===== src/rtl/breadboard_pkg.sv =====
// Shared types and frame geometry for the breadboard result serializer.
package breadboard_pkg;

  localparam int FRAME_BITS = 17;
  localparam int DATA_BITS  = FRAME_BITS - 3;
  localparam int RESULT_W   = 10;
  localparam int IDX_W      = 4;

  typedef enum logic [2:0] {
    IDLE,
    START,
    DATA,
    PARITY,
    STOP
  } state_t;

  // Even parity: the transmitted bit makes the total count of ones even.
  function automatic logic even_parity(input logic [DATA_BITS-1:0] d);
    return ^d;
  endfunction

endpackage


===== src/rtl/breadboard_fifo.sv =====
// Synchronous FIFO with occupancy count; pointers wrap modulo DEPTH (power of two).
module breadboard_fifo #(
  parameter int DEPTH = 4,
  parameter int WIDTH = 14
) (
  input  logic                         clk,
  input  logic                         rst_n,
  input  logic                         push,
  input  logic [WIDTH-1:0]             wdata,
  input  logic                         pop,
  output logic [WIDTH-1:0]             rdata,
  output logic [$clog2(DEPTH+1)-1:0]   count,
  output logic                         empty
);

  localparam int CW = $clog2(DEPTH + 1);
  localparam int PW = $clog2(DEPTH);
  localparam logic [CW-1:0] FULL_COUNT = CW'(DEPTH);

  logic [WIDTH-1:0] mem [DEPTH];
  logic [PW-1:0]    wr_ptr;
  logic [PW-1:0]    rd_ptr;
  logic             full;
  logic             do_push;
  logic             do_pop;

  assign full    = (count == FULL_COUNT);
  assign empty   = (count == '0);
  assign do_push = push & ~full;
  assign do_pop  = pop & ~empty;
  assign rdata   = mem[rd_ptr];

  // Storage is not reset; only pointers and count define what is valid.
  always_ff @(posedge clk) begin
    if (do_push) begin
      mem[wr_ptr] <= wdata;
    end
  end

  always_ff @(posedge clk or negedge rst_n) begin
    if (!rst_n) begin
      wr_ptr <= '0;
      rd_ptr <= '0;
      count  <= '0;
    end else begin
      if (do_push) begin
        wr_ptr <= wr_ptr + 1'b1;
      end
      if (do_pop) begin
        rd_ptr <= rd_ptr + 1'b1;
      end
      case ({do_push, do_pop})
        2'b10:   count <= count + 1'b1;
        2'b01:   count <= count - 1'b1;
        default: count <= count;
      endcase
    end
  end

endmodule


===== src/rtl/breadboard_frame_tx.sv =====
// Buffers {r, idx} result words and sends each as a start/14-data/even-parity/stop
// frame on tx, BIT_CYCLES clocks per bit, LSB first.
//
//   state  | meaning
//   IDLE   | line high; pops the head word when one is buffered
//   START  | start bit (low)
//   DATA   | 14 data bits, idx[0] first, r9 last
//   PARITY | even parity over the data bits
//   STOP   | stop bit (high), then back to IDLE
module breadboard_frame_tx
  import breadboard_pkg::*;
#(
  parameter int FIFO_DEPTH = 4,
  parameter int BIT_CYCLES = 4
) (
  input  logic                              clk,
  input  logic                              rst_n,
  input  logic                              in_valid,
  output logic                              in_ready,
  input  logic [IDX_W-1:0]                  in_idx,
  input  logic [RESULT_W-1:0]               in_r,
  output logic                              tx,
  output logic                              busy,
  output logic [$clog2(FIFO_DEPTH+1)-1:0]   fifo_count,
  output logic                              drop_err
);

  localparam int CW = $clog2(FIFO_DEPTH + 1);
  localparam logic [CW-1:0] DEPTH_COUNT = CW'(FIFO_DEPTH);
  localparam logic [7:0]    CYC_LAST    = 8'(BIT_CYCLES - 1);
  localparam logic [3:0]    BIT_LAST    = 4'(DATA_BITS - 1);

  state_t               state;
  state_t               state_next;
  logic [DATA_BITS-1:0] head;
  logic [DATA_BITS-1:0] shreg;
  logic                 par_q;
  logic [7:0]           cyc;
  logic [3:0]           bit_cnt;
  logic                 bit_end;
  logic                 tx_q;
  logic                 tx_next;
  logic                 push;
  logic                 pop;
  logic                 fifo_empty;
  logic                 drop_q;

  assign in_ready = (fifo_count < DEPTH_COUNT);
  assign push     = in_valid & in_ready;
  assign bit_end  = (cyc == CYC_LAST);
  assign busy     = (state != IDLE);
  assign tx       = tx_q;
  assign drop_err = drop_q;

  breadboard_fifo #(
    .DEPTH (FIFO_DEPTH),
    .WIDTH (DATA_BITS)
  ) u_fifo (
    .clk   (clk),
    .rst_n (rst_n),
    .push  (push),
    .wdata ({in_r, in_idx}),
    .pop   (pop),
    .rdata (head),
    .count (fifo_count),
    .empty (fifo_empty)
  );

  // tx_next is the line level for the current state; registering it keeps tx
  // glitch-free and puts the line one clock behind the state register.
  always_comb begin
    state_next = state;
    pop        = 1'b0;
    tx_next    = 1'b1;
    case (state)
      IDLE: begin
        if (!fifo_empty) begin
          pop        = 1'b1;
          state_next = START;
        end
      end
      START: begin
        tx_next = 1'b0;
        if (bit_end) state_next = DATA;
      end
      DATA: begin
        tx_next = shreg[0];
        if (bit_end && (bit_cnt == BIT_LAST)) state_next = PARITY;
      end
      PARITY: begin
        tx_next = par_q;
        if (bit_end) state_next = STOP;
      end
      STOP: begin
        if (bit_end) state_next = IDLE;
      end
      default: state_next = IDLE;
    endcase
  end

  always_ff @(posedge clk or negedge rst_n) begin
    if (!rst_n) begin
      state   <= IDLE;
      tx_q    <= 1'b1;
      cyc     <= '0;
      bit_cnt <= '0;
      shreg   <= '0;
      par_q   <= 1'b0;
      drop_q  <= 1'b0;
    end else begin
      state <= state_next;
      tx_q  <= tx_next;

      if (state_next != state) begin
        cyc <= '0;
      end else if (state != IDLE) begin
        cyc <= bit_end ? 8'd0 : cyc + 8'd1;
      end

      if (state_next != state) begin
        bit_cnt <= '0;
      end else if ((state == DATA) && bit_end) begin
        bit_cnt <= bit_cnt + 4'd1;
      end

      if (pop) begin
        shreg <= head;
        par_q <= even_parity(head);
      end else if ((state == DATA) && bit_end) begin
        shreg <= {1'b0, shreg[DATA_BITS-1:1]};
      end

      if (in_valid && !in_ready) begin
        drop_q <= 1'b1;
      end
    end
  end

endmodule

===== config.mk =====
export PLATFORM = sky130hd
export DESIGN_NAME = breadboard_frame_tx
export DESIGN_NICKNAME = d
export VERILOG_FILES = /design/src/rtl/breadboard_pkg.sv /design/src/rtl/breadboard_fifo.sv /design/src/rtl/breadboard_frame_tx.sv
export SDC_FILE = /design/constraint.sdc
export NUM_CORES = 1
export LEC_CHECK = 0
export BUFFER_PORTS_ARGS = -buffer_cell sky130_fd_sc_hd__buf_2
export CORE_UTILIZATION = 30
export CTS_CLUSTER_DIAMETER = 40
export DETAILED_ROUTE_END_ITERATION = 6
export PLACE_DENSITY = 0.53
export SYNTH_ARGS = -nofsm -noshare
export SYNTH_HDL_FRONTEND = slang
export SYNTH_SLANG_ARGS = --single-unit

===== constraint.sdc =====
create_clock -name clk -period 3.1 [get_ports clk]
set_input_delay 0.31 -clock clk [delete_from_list [all_inputs] [get_ports clk]]
set_output_delay 0.31 -clock clk [all_outputs]
set_load 0.05 [all_outputs]

==> key figures <==
Outcome
  • Status: finished, final reports clean

Floorplan
  • Die Area: 14300 sq um
  • Die height: 119 um
  • Core footprint: 13300 sq um
  • Initial core utilization: 31.0%
  • # IOs: 24
  • Row cnt: 42
  • Die width: 119 um

GRT
  • Antenna violations before repair: 0
  • GRT Util Overall: 10.9%
  • Gr ovfl total: 0
  • First-pass GRT wire length: 11700 um
  • Vias in the first global route: 2252
  • Largest net degree at the start of global routing: 40

Synth
  • Multiplexer share of the synthesized area: 11.2%
  • Area share of xor/xnor cells in the synthesized design: 6.13%
  • Synthesized area per cell: 14.4 sq um
  • Synth Instances: 288
  • Sequential area share after synthesis: 64.2%
  • Ys async rst share: 41.1%
  • Mapped Nets: 314
  • Post-synth top area share: 40.6%
  • Distinct cells, synth: 41
  • Yosys reg bits: 95
  • Commonest cells post-synth: edfxtp_1 (56), dfrtp_1 (38), nor2_1 (24)
  • Yosys Warn Count: 0
  • Largest area contributor in the netlist: edfxtp_1
  • Synth area leaders: edfxtp_1 (41%), dfrtp_1 (23%), mux4_2 (7.6%)
  • Simple-gate area share of the yosys netlist: 8.13%
  • Number of enable flip-flop cells after synthesis: 56
  • Largest family of logic cells by synthesized area: multiplexers
  • Adder-Cell Fraction of Synth Area: 3.14%
  • Synthesized area: 4140 sq um
  • Synth Area in Compound Gates: 4.32%
  • Top_reg_cell synth: edfxtp_1
  • Top-count cell post-synth: edfxtp_1

Critical path
  • R2r endpoint: u_fifo.count[2]
  • Startpoint Class: flip-flop
  • Worst R2R Setup Slack: 0.67 ns
  • Worst Path Required: 3.37 ns
  • CP endpoint: u_fifo.count[2]
  • Crit end category: flip-flop
  • CP Class: flip-flop to flip-flop
  • Worst reg2reg path startpoint: state[2]
  • WP data arrival: 2.71 ns
  • R2r worst-path depth: 9
  • Crit path from: state[2]
  • Crit-path max FO: 11

Routing
  • Via count: 2206
  • Remaining DRCs: 0
  • Via/cell ratio: 4.47
  • Post-Route WL: 6950 um
  • Wirelength per Cell: 14.1 um
  • Detail Route Antenna Nets: 0
  • Initial drt markers: 88
  • DRT Pass-1 Iters: 6

Final layout
  • Layout area overhead: 14.4%
  • Ratio of cells with drive above 1 in the final layout: 18.9%
  • Nets: 338
  • ANT cells: 0
  • Fillers: 1322
  • Fin cells: 493

Placed design
  • DPL Wire Length: 4530 um
  • GP Congestion: 0.757
  • Placed cell count: 477
  • IO buf count: 23

CTS
  • H-Tree Depth: 3
  • Clk slew on worst S/H paths: 0.07 ns
  • CTS tree: yes
  • Clock buffer depth: 2
  • Post-CTS Setup Inserts: 0
  • CTS buffer count: 9
  • TritonCTS Sinks: 95
  • Resized Gates After CTS: 0
  • Hold_buf cts: 0
  • CTS Root Cell: clkbuf_16
  • Clk_lat worst skew: 0.35 ns

STA
  • Peak Freq: 0.411 GHz
  • Final setup skew: 0.00762 ns
  • Worst Tran Pin Value: 0.899 ns
  • Final Cycle Share: 78.5%
  • Setup tns final: 0 ns
  • Max Slew Vio Count: 0
  • Slew HR: 40.0%
  • Setup violators final: 0
  • RSZ-0062 raised after global routing: false
  • Crit path time final: 2.43 ns
  • Final hold vios: 0

Flow run
  • Maxcap violations: 0

Min path
  • Hold Crit Class: input pin to async pin

Power
  • Peak VDD IR: 0.441 mV
  • P_leak: 1.86 nW
  • Pwr Density: 1020 nW/um^2
==> worst max-delay path, cell delays in order (launching register included) <==
cell     delay (ns)
dfrtp_1        0.49
nor3_1         0.54
inv_2          0.12
a31oi_2        0.19
ha_1           0.20
inv_1          0.06
fa_1           0.37
xor2_1         0.15
nor2_1         0.11
xnor2_1        0.12
==> registers in the layout (all words and copies together), names as in the netlist <==
signal and flops:
tx 1, bit_cnt 4, shreg 14, u_fifo.rd_ptr 2, u_fifo.mem 56, u_fifo.count 3
cyc 8, drop_err 1, u_fifo.wr_ptr 2, par_q 1, state 3
==> how the worst min path moves through the flow <==
stage                   from          to  slack, ns  cells after the start
floorplan              rst_n  bit_cnt[0]       0.01                      0
global placement    drop_err    drop_err       0.43                      1
detailed placement  drop_err    drop_err       0.44                      1
CTS                    rst_n      cyc[6]       0.12                      1
global route           rst_n      cyc[6]       0.16                      1
finish                 rst_n      cyc[6]       0.09                      1
==> stage by stage <==
stage	utilization [%]	cell area (sq um)	total power (W)	hold WS, ns	worst slack [ns]
after floorplan	-	4140	0.00340	0.0144	0.279
after global placement	33.2	4440	0.00373	0.433	0.689
after detailed placement	33.2	4440	0.00376	0.443	0.679
after CTS	35.5	4740	0.00489	0.117	0.662
after global routing	35.5	4740	0.00511	0.160	0.464
final	35.5	4740	0.00481	0.0914	0.666
==> area by class of cell <==
cell class              instances  area (sq um)  share of cell area [%]
repair buffers                 27           145                    3.06
flip-flops and latches         95          2660                    56.1
clock inverters                 6          71.3                    1.51
clock buffers                  10           229                    4.83
inverters                      11          41.3                   0.872
well taps                     176           220                    4.65
multi-input cells             168          1370                    28.9
==> metal layers <==
layer  up-vias  wire length (um)  GRT usage (%)
li1       1082                 -              -
met1      1087              3460           14.4
met2        25              3200           16.4
met3        12               127           2.30
met4         0               165           6.80
met5         -                 0              0
==> kinds of logic (layout without fill, tap and decap cells) <==
kind of cell,count (synthesis),in the layout
xor gates and xnor gates,25,25
adders and majority gates,10,10
buffers and inverters,25,54
DFF,95,95
and+or+nand+nor,72,72
muxes,29,29
AOI/OAI and AO/OA,32,32
==> power breakdown <==
group          internal, W  switching (W)
Combinational     0.000909       0.000906
Sequential         0.00166       0.000223
Clock             0.000629       0.000481
Total              0.00320        0.00161
==> layout by cell type, fill, tap and decap left out, types with 2 or more instances in the layout <==
master      netlist  layout
clkinv_4          0       3
buf_2             6      23
edfxtp_1         56      56
xnor3_1           2       2
nand4_1           3       3
mux4_2           14      14
nor2_1           24      24
and3_1            3       3
inv_1            10      10
buf_4             0       4
clkbuf_16         0       9
mux2i_1          15      15
o21ai_1          10      10
nor3_1            3       3
nand3_1           4       4
xnor2_1          17      17
and2_1            4       4
nor2b_1           2       2
nand2_1          21      21
ha_1              8       8
dfrtp_1          38      38
o21ai_0           9       9
or2_1             2       2
clkinvlp_4        0       2
xor2_1            5       5
a21o_1            2       2
a21oi_1           6       6
No activity file was read; power rests on OpenSTA's default activity.
